$ cat src/rtl/arb_pkt_mux.sv
// arb_pkt_mux: packet stream mux that holds one arbiter grant per packet, registered output. Rev 1.0
// Define ARB_PKT_MUX_CHECK_EN to add a sticky err output and integration assertions.
`default_nettype none

module arb_pkt_mux #(
   parameter int WIDTH  = 16,
   parameter int DWIDTH = 32
) (
   input  logic                    clk,
   input  logic                    rst_n,
   input  logic [WIDTH-1:0]        in_valid,
   output logic [WIDTH-1:0]        in_ready,
   input  logic [WIDTH*DWIDTH-1:0] in_data,
   input  logic [WIDTH-1:0]        in_last,
   output logic [WIDTH-1:0]        arb_req,
   input  logic [WIDTH-1:0]        arb_grant,
   output logic                    out_valid,
   input  logic                    out_ready,
   output logic [DWIDTH-1:0]       out_data,
   output logic                    out_last,
   output logic [WIDTH-1:0]        out_src
`ifdef ARB_PKT_MUX_CHECK_EN
   ,
   output logic                    err
`endif
);

   typedef enum logic [0:0] {
      IDLE = 1'b0,
      BUSY = 1'b1
   } state_t;

   state_t             state;
   logic [WIDTH-1:0]   sel;
   logic               load_en;
   logic [WIDTH-1:0]   g;
   logic [WIDTH-1:0]   acc_vec;
   logic               acc;
   logic               acc_last;
   logic [DWIDTH-1:0]  sel_data;

   // Requests reach the arbiter only when a packet may start, so one credit is spent per packet.
   always_comb begin
      load_en  = !out_valid || out_ready;
      arb_req  = '0;
      in_ready = '0;
      g        = '0;
      if (rst_n) begin
         if (state == IDLE) begin
            if (load_en) begin
               arb_req = in_valid;
            end
            g        = arb_grant & arb_req;
            in_ready = g;
         end else if (load_en) begin
            in_ready = sel;
         end
      end
   end

   always_comb begin
      acc_vec  = in_valid & in_ready;
      acc      = |acc_vec;
      acc_last = |(in_last & acc_vec);
      sel_data = '0;
      for (int i = 0; i < WIDTH; i++) begin
         sel_data = sel_data | (in_data[DWIDTH*i +: DWIDTH] & {DWIDTH{acc_vec[i]}});
      end
   end

   always_ff @(posedge clk or negedge rst_n) begin
      if (!rst_n) begin
         state     <= IDLE;
         sel       <= '0;
         out_valid <= 1'b0;
         out_data  <= '0;
         out_last  <= 1'b0;
         out_src   <= '0;
      end else begin
         case (state)
            IDLE: begin
               if (acc && !acc_last) begin
                  state <= BUSY;
                  sel   <= g;
               end
            end
            BUSY: begin
               if (acc && acc_last) begin
                  state <= IDLE;
                  sel   <= '0;
               end
            end
            default: begin
               state <= IDLE;
               sel   <= '0;
            end
         endcase

         if (acc) begin
            out_valid <= 1'b1;
            out_data  <= sel_data;
            out_last  <= acc_last;
            out_src   <= acc_vec;
         end else if (out_ready) begin
            out_valid <= 1'b0;
         end
      end
   end

`ifdef ARB_PKT_MUX_CHECK_EN
   logic multi_g;
   logic sel_vld;
   logic sel_vld_q;
   logic drop;

   assign multi_g = (state == IDLE) && ((g & (g - WIDTH'(1))) != '0);
   assign sel_vld = |(in_valid & sel);
   assign drop    = (state == BUSY) && sel_vld_q && !sel_vld;

   // sel_vld_q tracks whether the held channel was presenting a beat while its packet is still open.
   always_ff @(posedge clk or negedge rst_n) begin
      if (!rst_n) begin
         err       <= 1'b0;
         sel_vld_q <= 1'b0;
      end else begin
         sel_vld_q <= (state == IDLE) ? (acc && !acc_last) : (sel_vld && !(acc && acc_last));
         if (multi_g || drop) begin
            err <= 1'b1;
         end
      end
   end

   a_grant_onehot: assert property (@(posedge clk) disable iff (!rst_n) !multi_g);
   a_no_valid_drop: assert property (@(posedge clk) disable iff (!rst_n) !drop);
`endif

endmodule

`default_nettype wire

$ cat config.mk
export PLATFORM = sky130hd
export DESIGN_NAME = arb_pkt_mux
export DESIGN_NICKNAME = d
export VERILOG_FILES = /design/src/rtl/arb_pkt_mux.sv
export SDC_FILE = /design/constraint.sdc
export NUM_CORES = 1
export LEC_CHECK = 0
export CORE_AREA = 2 2 252 254
export DETAILED_ROUTE_END_ITERATION = 12
export DIE_AREA = 0 0 254 256
export PLACE_DENSITY = 0.4
export REMOVE_ABC_BUFFERS = 1
export SYNTH_ARGS = -nofsm -noshare
export SYNTH_HDL_FRONTEND = slang
export SYNTH_SLANG_ARGS = --single-unit
$ cat constraint.sdc
create_clock -name clk -period 3.1 [get_ports clk]
set_clock_uncertainty 0.2 [all_clocks]
set_input_delay 0.62 -clock clk [delete_from_list [all_inputs] [get_ports clk]]
set_output_delay 0.62 -clock clk [all_outputs]
set_load 0.02 [all_outputs]
# --- Word-level counts from Yosys, hierarchy flattened ---
# Cells that the tools add are included.
totals:
  ff_bits: 67
  latch_bits: 0
  rom_bits: 0
  mem_bits_rw: 0
  wordCells: 69
  inputBits: 563
  memories: 0
classes:
  eq_ne: 2
  bitwise_logic: 35
  muxes: 17
  n_reduce_logical: 9
  magnitude_cmp: 0
  div: 0
  n_shift: 0
  n_addsub: 0
  mul: 0
op_table:
  columns: ["operator", "count"]
  rows:
  - ["$and A32 B32 Y32", 16]
  - ["$or A32 B32 Y32", 15]
  - ["$mux W16", 11]
  - ["$and A16 B16 Y16", 3]
  - ["$pmux W16 S2", 1]
  - ["$reduce_or A16 Y1", 2]
  - ["$mux W1", 4]
  - ["$ne A2 B1 Y1 const B", 2]
  - ["$logic_and A1 B1 Y1", 2]
  - ["$logic_not A1 Y1", 2]
  - ["$pmux W1 S2", 1]
  - ["$reduce_and A2 Y1", 1]
  - ["$reduce_bool A2 Y1", 1]
  - ["$logic_or A1 B1 Y1", 1]
  - ["$not A1 Y1", 1]

# --- Logic depth before layout (Yosys ltp) ---
# Gate-level depths: netlist of the first run.
depth:
  ltp_word: 25
  ltp_mapped: 11
  depth_no_buf: 6

# --- Least setup slack after synthesis of the first run ---
# Ideal clock, no wire load.
synth_timing:
  path_kind: "input to output"
  start: "input out_ready"
  end: "output arb_req[0]"
  stages: 6
  slack_ns: 0.346
  path_buffers: 3
  arrival_ns: 1.934
  path_cell_list: "nor2b_1 buf_2 nor2_1 clkbuf_1 clkbuf_1 and3_1"
synth_between:
  elab_chain_cells: 6
synth_lines:
  columns: ["element", "line", "source"]
  rows:
  - ["start, declared", "18", "input logic out_ready,"]
  - ["$logic_or A1 B1 Y1", "44", "load_en = !out_valid || out_ready;"]
  - ["$mux W16", "50", "if (load_en) begin"]
  - ["$mux W16", "49", "if (state == IDLE) begin"]
  - ["$mux W16", "48", "if (rst_n) begin"]
  - ["$mux W16", "49", null]
  - ["$mux W16", "48", null]
  - ["end, declared", "15", "output logic [WIDTH-1:0] arb_req,"]
# Every way passes these cells. The select of a mux whose other input is x is not followed.

# --- Worst setup path in the final report of the first run ---
layout_timing:
  start: "input out_ready"
  end: "output arb_req[13]"
# The elaborated chain is that of the path after synthesis.

==> results of run 1 <==
## cells in the mapped netlist, types with 2 or more instances
| cell | instances | area share |
|---|---|---|
| mux2_2 | 10 | 0.018 |
| a22o_1 | 24 | 0.033 |
| a211oi_1 | 15 | 0.018 |
| nand4_1 | 27 | 0.026 |
| a31oi_1 | 9 | 0.0088 |
| a22oi_1 | 115 | 0.14 |
| o21ai_0 | 5 | 0.0039 |
| buf_4 | 3 | 0.0035 |
| and3_1 | 18 | 0.018 |
| dfrtp_1 | 67 | 0.26 |
| a32o_1 | 7 | 0.011 |
| a211oi_2 | 8 | 0.016 |
| nand2b_1 | 3 | 0.0029 |
| nand2_1 | 57 | 0.033 |
| inv_1 | 15 | 0.0088 |
| nor2b_1 | 3 | 0.0029 |
| a21oi_1 | 34 | 0.027 |
| a21o_1 | 16 | 0.019 |
| nor2_1 | 22 | 0.013 |
| buf_1 | 7 | 0.0041 |
| mux2i_1 | 14 | 0.022 |
| nor3_1 | 17 | 0.013 |
| a211o_1 | 3 | 0.0041 |
| o22ai_1 | 4 | 0.0039 |
| nand3b_1 | 3 | 0.0035 |
| or2_2 | 9 | 0.0088 |
| inv_2 | 2 | 0.0012 |
| buf_6 | 5 | 0.0088 |
| clkbuf_1 | 48 | 0.028 |
| a222oi_1 | 56 | 0.088 |
| mux2_1 | 12 | 0.021 |
| and4_1 | 25 | 0.034 |
| a221oi_1 | 16 | 0.022 |
| nor4_2 | 3 | 0.0059 |
| nor2_2 | 2 | 0.0020 |
| and2_1 | 5 | 0.0049 |
| nand3_1 | 29 | 0.023 |
| buf_2 | 20 | 0.016 |
## worst max path at each step
stage / start / endpoint
global placement: out_ready / sel[5]
detailed placement: out_ready / sel[6]
floorplan: register / out_data[0]
finish: out_ready / arb_req[13]
CTS: register / sel[0]
global route: register / sel[5]
## worst max-delay path, cell delays in order
cell	delay (ns)
dlygate4sd2_1	0.32
nor2b_2	0.09
buf_12	0.15
nor2_4	0.09
buf_4	0.17
and3_1	0.16
clkdlybuf4s50_1	0.61
## per-layer routing
metal  vias to the layer above  GRT usage  wire, µm
met5                         -          0        24
met4                         4    0.06111      1590
met3                        79    0.03987      4501
met2                       568     0.3306     31540
met1                      5107     0.2296     26580
li1                       4638          -         -
## cell families after synthesis
logic type             count (synthesis)
buffers and inverters                100
flip-flops                            67
AO/OA/AOI/OAI                        322
multiplexers                          37
AND/OR/NAND/NOR                      228
## metrics by stage
step	instance area, µm²	std cells	setup TNS (ns)	utilization	hold WS, ns
after floorplan	6008	671	-90.75	-	0.1244
after global placement	15250	2323	-34.95	0.2445	0.2615
after detailed placement	15250	2323	-34.89	0.2445	0.2666
after CTS	15620	2344	0	0.2503	0.08454
after global routing	15740	2349	0	0.2523	0.1026
final	15740	2349	0	0.2523	0.1110
## power by group through the flow
stage                     registers (mW)  logic (mW)  clock network (mW)
after global routing                1.55        6.93                1.26
after floorplan                     1.84        2.04                   0
final                               1.50        6.50                1.17
after global placement              1.51        6.35                   0
after detailed placement            1.51        6.38                   0
after CTS                           1.50        6.51                1.23
## registers in the layout, summed over array words and instances (netlist names), named ones only
| signal | cells |
|---|---|
| sel | 16 |
| out_last | 1 |
| out_src | 16 |
| out_data | 32 |
| out_valid | 1 |
## cells in the final DEF, fill, tap and decap left out, types with 4 or more instances in the layout
cell type / synthesis / layout
o22ai_1: 4 / 4
nand3_1: 29 / 29
a21oi_1: 34 / 34
nor2_1: 22 / 21
and4_1: 25 / 18
and4_2: 0 / 6
a221oi_1: 16 / 15
dlygate4sd2_1: 0 / 9
mux2_2: 10 / 9
inv_1: 15 / 15
and3_1: 18 / 18
or2_2: 9 / 10
mux2_1: 12 / 12
nand2_1: 57 / 57
nor3_1: 17 / 16
a31oi_1: 9 / 8
a211oi_2: 8 / 8
a211oi_1: 15 / 14
o21ai_0: 5 / 5
a21o_1: 16 / 16
a22o_1: 24 / 24
dfrtp_1: 67 / 66
a222oi_1: 56 / 56
mux2i_1: 14 / 14
buf_4: 3 / 134
dlymetal6s2s_1: 0 / 15
clkdlybuf4s50_1: 0 / 617
and2_1: 5 / 5
nand4_1: 27 / 27
a22oi_1: 115 / 115
clkbuf_16: 0 / 9
buf_12: 0 / 36
a32o_1: 7 / 7
## area by class of cell
| class | instances | area share |
|---|---|---|
| inverters | 17 | 0.004053 |
| repair buffers | 816 | 0.5236 |
| multi-input cells | 587 | 0.2793 |
| clock inverters | 7 | 0.004848 |
| clock buffers | 9 | 0.01431 |
| flip-flops and latches | 67 | 0.1066 |
| well taps | 846 | 0.06723 |
## what timing repair did
action	in CTS	in global routing
endpoints found under the setup margin	66	30
resized for setup	15	23
pin swaps	3	2
buffers inserted	4	5
hold endpoints to repair	0	0
hold buffers	0	0
cloned	1	0
==> metrics, run 1 <==
Sw Share 0.4439; layout cells sized above 1 0.1643; initial core utilization 0.1025; crit-path max FO 8; worst min path class input port to async pin; mux contribution to synthesized area 0.06301; max cap viols 0; number of synthesized flops with an enable pin 0; Worst Setup End Kind output pin; RSZ-0062 raised after global routing false; drt first-iter violations 898; largest family of logic cells by synthesized area compound AO/OA/AOI/OAI gates; count of final hold-check violations 0; Worst Setup Slack, final 0.05671 ns; Placer Congestion about 0.91; Peak VDD IR 0.3025 mV; syn_area_per_cell 8.480 µm²; simple-gate share of the synthesized area 0.1988; YS warnings 0; post-DP HPWL 52040 µm; global route overflow 0; worst setup path category input port to output pin; antenna-violating nets left 0; Ant. Diodes 0; Reg area about 1700 µm²; startpoint types input port; Worst slew margin 0.5617; Chip Height between 200 and 300 µm; Avg WL per Cell approximately 27 µm; first-pass GRT wire length 85240 µm; slew at the pin with the worst max-slew slack 0.6575 ns; input/output buffers about 640; vias 10400; maximum buffer depth of the clock tree 2; Net Sw Power 4.071 mW; CTS Buf Count 9; sequential power share 0.164; pre-CTS WS -0.6637 ns; clock network fraction of design power 0.127; Post-Syn Area 6394 µm²; clk sink count 67; sequential-to-total area share from yosys stat 0.2622; CP arrival roughly 2.2 ns; DRC 0; pin count of the biggest net entering global routing 32; GRT Total Usage 0.1894; area occupied by multi-input gates 4398 µm²; Yosys cell types 54; I/O pin total approximately 650; synth-to-layout area growth 146.2%; Post-synth ARST share 1.000; crit path time final 3.043 ns; Reg clk slew, reported paths about 0.080 ns; WL final 64230 µm; power share of the combinational group 0.709; Max Slew Vio Count 0; num rows 92; Synth Instances 754; drt pass-1 iters 8; H-tree levels 3; fmax roughly 330 MHz; total power 9.171 mW; xor/xnor share of the synthesized area 0; outcome completed; Critical Path RT 2.28 ns; post-synthesis compound-gate area fraction 0.4057; initial antenna violation count 4; width of the die approximately 250 µm; Vias/cell 4.426; Nets 2061; Setup Viol. Count Final 0; worst r2r dst sel[5]; worst skew pair latency 0.38 ns; root buffer cell clkbuf_16; Post-Synth Adder-Cell Area 0; final period utilization 0.9817; Int Power 5.100 mW; Die ar. 65020 µm²; TritonCTS clock tree built; Post-synth top flop dfrtp_1; r2r setup slk 0.14 ns; R2R depth 9; Filler cells 6893; total core area 62390 µm²; vias in the first global route 11150; number of synthesized register bits 67; Power Density a little under 600 nW/µm²; static leakage 6.241 nW
Note: power is estimated with default switching activity, not from simulation.
==> run 2: changes to the inputs <==
--- a/config.mk
+++ b/config.mk
@@ -5,10 +5,10 @@
 export SDC_FILE = /design/constraint.sdc
 export NUM_CORES = 1
 export LEC_CHECK = 0
-export CORE_AREA = 2 2 252 254
+export CORE_AREA = 2 2 250 252
 export DETAILED_ROUTE_END_ITERATION = 12
-export DIE_AREA = 0 0 254 256
-export PLACE_DENSITY = 0.4
+export DIE_AREA = 0 0 252 254
+export PLACE_DENSITY = 0.41
 export REMOVE_ABC_BUFFERS = 1
 export SYNTH_ARGS = -nofsm -noshare
 export SYNTH_HDL_FRONTEND = slang
==> constraint.sdc (replaced) <==
create_clock -name clk -period 2.7 [get_ports clk]
set_clock_uncertainty 0.2 [all_clocks]
set_input_delay 0.54 -clock clk [delete_from_list [all_inputs] [get_ports clk]]
set_output_delay 0.54 -clock clk [all_outputs]
set_load 0.02 [all_outputs]
==> run 2 against run 1 <==
- the run now ends with setup timing left
- first-iteration DRC count is 1.2% higher
- via count is 4.7% higher
- clock-buffer cell count stayed put
- sequential power is 16% higher
- final cell count is 2.1% higher
- power is 39% higher
- critical path type is now register to register
==> metrics, run 2 (same netlist as run 1, synthesis figures left out) <==
Most flops, register out_data; maximum buffer depth of the clock tree 2 (unchanged); crit path time final 2.910 ns; Largest register FFs 32 (unchanged); end-of-flow core utilization 0.2848 (+0.03249); root buffer cell clkbuf_16; antenna-violating nets left 0 (unchanged); most used cell, CP buf_6; drt pass-1 iters 8 (unchanged); Final Instance Area 17450 µm² (+11%); width of the die 252 µm (-0.79%); hold_ws 0.05171 ns (-0.05925 ns); cell family with most CP delay compound AO/OA/AOI/OAI gates; CP peak stage delay 0.53 ns (-0.08 ns); TritonCTS clock tree built; wl on met1 26460 µm (-0.44%); Avg WL per Cell 28.00 µm (+2.4%); drt first-iter violations 909 (+1.2%); RSZ-0062 raised after global routing true; WP buf/inv 4 (unchanged); vias 10880 (+4.7%); Worst Setup End Kind register; GRT Total Usage 0.1975 (+0.008082); failing checks setup timing; worst skew pair latency 0.38 ns (about the same); fmax approximately 340 MHz; WP depth 10 (+3); clk sink count 67 (unchanged); synth-to-layout area growth 172.9%; first-pass GRT wire length 87550 µm (+2.7%); pin count of the biggest net entering global routing 36 (+13%); static leakage 6.835 nW (+9.5%); layout cells sized above 1 0.2856 (+0.1213); input/output buffers 644 (unchanged); Worst slew margin 0.5543 (-0.007355); Setup Viol. Count Final 66 (+66); worst setup path category register to register; initial antenna violation count 4 (unchanged); global route overflow 0 (unchanged); worst min path class input port to async pin; R2R depth 10 (+1); CTS Buf Count 9 (unchanged); met2 wire len 32500 µm (+3.0%); Max Used Layer met5; initial core utilization 0.1044 (+0.001896); count of final hold-check violations 0 (unchanged); Chip Height 254 µm (-0.78%); Peak VDD IR 0.4372 mV (+45%); Vias/cell 4.536 (+2.5%); max cap viols 0 (unchanged); Placer Congestion 0.8877 (-2.3%); most common cell after layout, fill and taps aside clkdlybuf4s50_1; DRC 0 (unchanged); slew at the pin with the worst max-slew slack 0.6686 ns (+0.01103 ns); Crit-path slowest cell a222oi_1; post-route setup TNS -6.404 ns (-6.404 ns); H-tree levels 3 (unchanged); WL final 67170 µm (+4.6%); biggest regs out_data: 32 flops, out_src: 16 flops, sel: 16 flops; I/O pin total 645 (unchanged); Power Density 732.5 nW/µm² (+26%); post-DP HPWL 52410 µm (+0.69%); num rows 91 (-1.1%); metal3 WL 5085 µm (+13%); Die ar. 64010 µm² (-1.6%); CP arrival 2.97 ns (+0.75 ns); pre-CTS WS -0.6935 ns (-0.02984 ns); Reg clk slew, reported paths 0.07 ns (about the same); Max Slew Vio Count 0 (unchanged); CP Cell Sequence buf_6 > buf_6 > mux2_4 > and2_4 > buf_12 > a22o_1 > a222oi_1 > buf_4 > and4_1 > a31oi_1; Nets 2165 (+5.0%); startpoint types register; crit-path max FO 4 (-4); total core area 61260 µm² (-1.8%); most frequent cells in the layout 610 x clkdlybuf4s50_1, 177 x buf_4, 110 x a22oi_1, 66 x dfrtp_1, 56 x a222oi_1; vias in the first global route 11580 (+3.8%); final period utilization 1.078; Area after DPL 15530 µm² (+1.8%); outcome finished with violations; Worst Setup Slack, final -0.2105 ns (-0.2672 ns); Critical Path RT 2.76 ns (+0.48 ns)
## run 2: cell count changes in the layout (fill, tap and decap cells not counted), moves of 12 or more
cell,change
buf_6,+39
buf_12,+15
buf_4,+43
mux2_4,+17
a21oi_1,-13
mux2_1,-12
dlymetal6s2s_1,-15
## run 2: worst paths after layout
kind | to | slack [ns]
min in group clk | out_src[4] | 0.28
setup reg to reg | out_data[12] | -0.21
hold / removal | sel[14] | 0.05
hold reg to reg | out_src[4] | 0.28
setup / recovery | out_data[12] | -0.21
max in group asynchronous | out_data[29] | 0.87
## run 2: area by class of cell
cell class                 instances  area (µm²)
inverter                          17       76.32
clock inverter                     7       98.84
multi-input combinational        587        4946
tap                              790       988.4
clock buffer                       9       225.2
fill                            6628       43810
timing repair buffer             920        9428
antenna                            2       5.005
sequential                        67        1680
## run 2: metal layers
metal / GRT usage / vias up
met5: 0 / -
met2: 0.3378 / 616
met1: 0.2282 / 5298
met3: 0.04876 / 108
met4: 0.1016 / 2
li1: - / 4857
## run 2: timing repair
action | 4_1_cts | 5_1_grt
pin swaps | 46 | 56
setup buffers | 48 | 21
gates cloned | 6 | 4
endpoints found under the setup margin | 99 | 90
endpoints found under the hold margin | 14 | 0
hold buffers | 2 | 0
gates resized for setup | 233 | 118
## run 2: report_power, final
group          switching, mW  internal [mW]  leakage (nW)
logic                   4.45           5.16          5.80
registers              0.300           1.44         0.874
clock network          0.607          0.817         0.156
## run 2: worst reg2reg max path: cells and delay by family, from the launching register on
family	cells	cell delay, ns
flip-flops	1	0.51
multiplexers	1	0.30
AND/OR/NAND/NOR	2	0.34
buffers and inverters	4	0.63
AO/OA/AOI/OAI	3	0.80
## run 2: metrics by stage
step                      power (mW)  std cells
final                          12.78       2399
after global routing           13.45       2398
after detailed placement       9.229       2309
after global placement         9.211       2309
after floorplan                4.458        671
after CTS                      12.48       2378
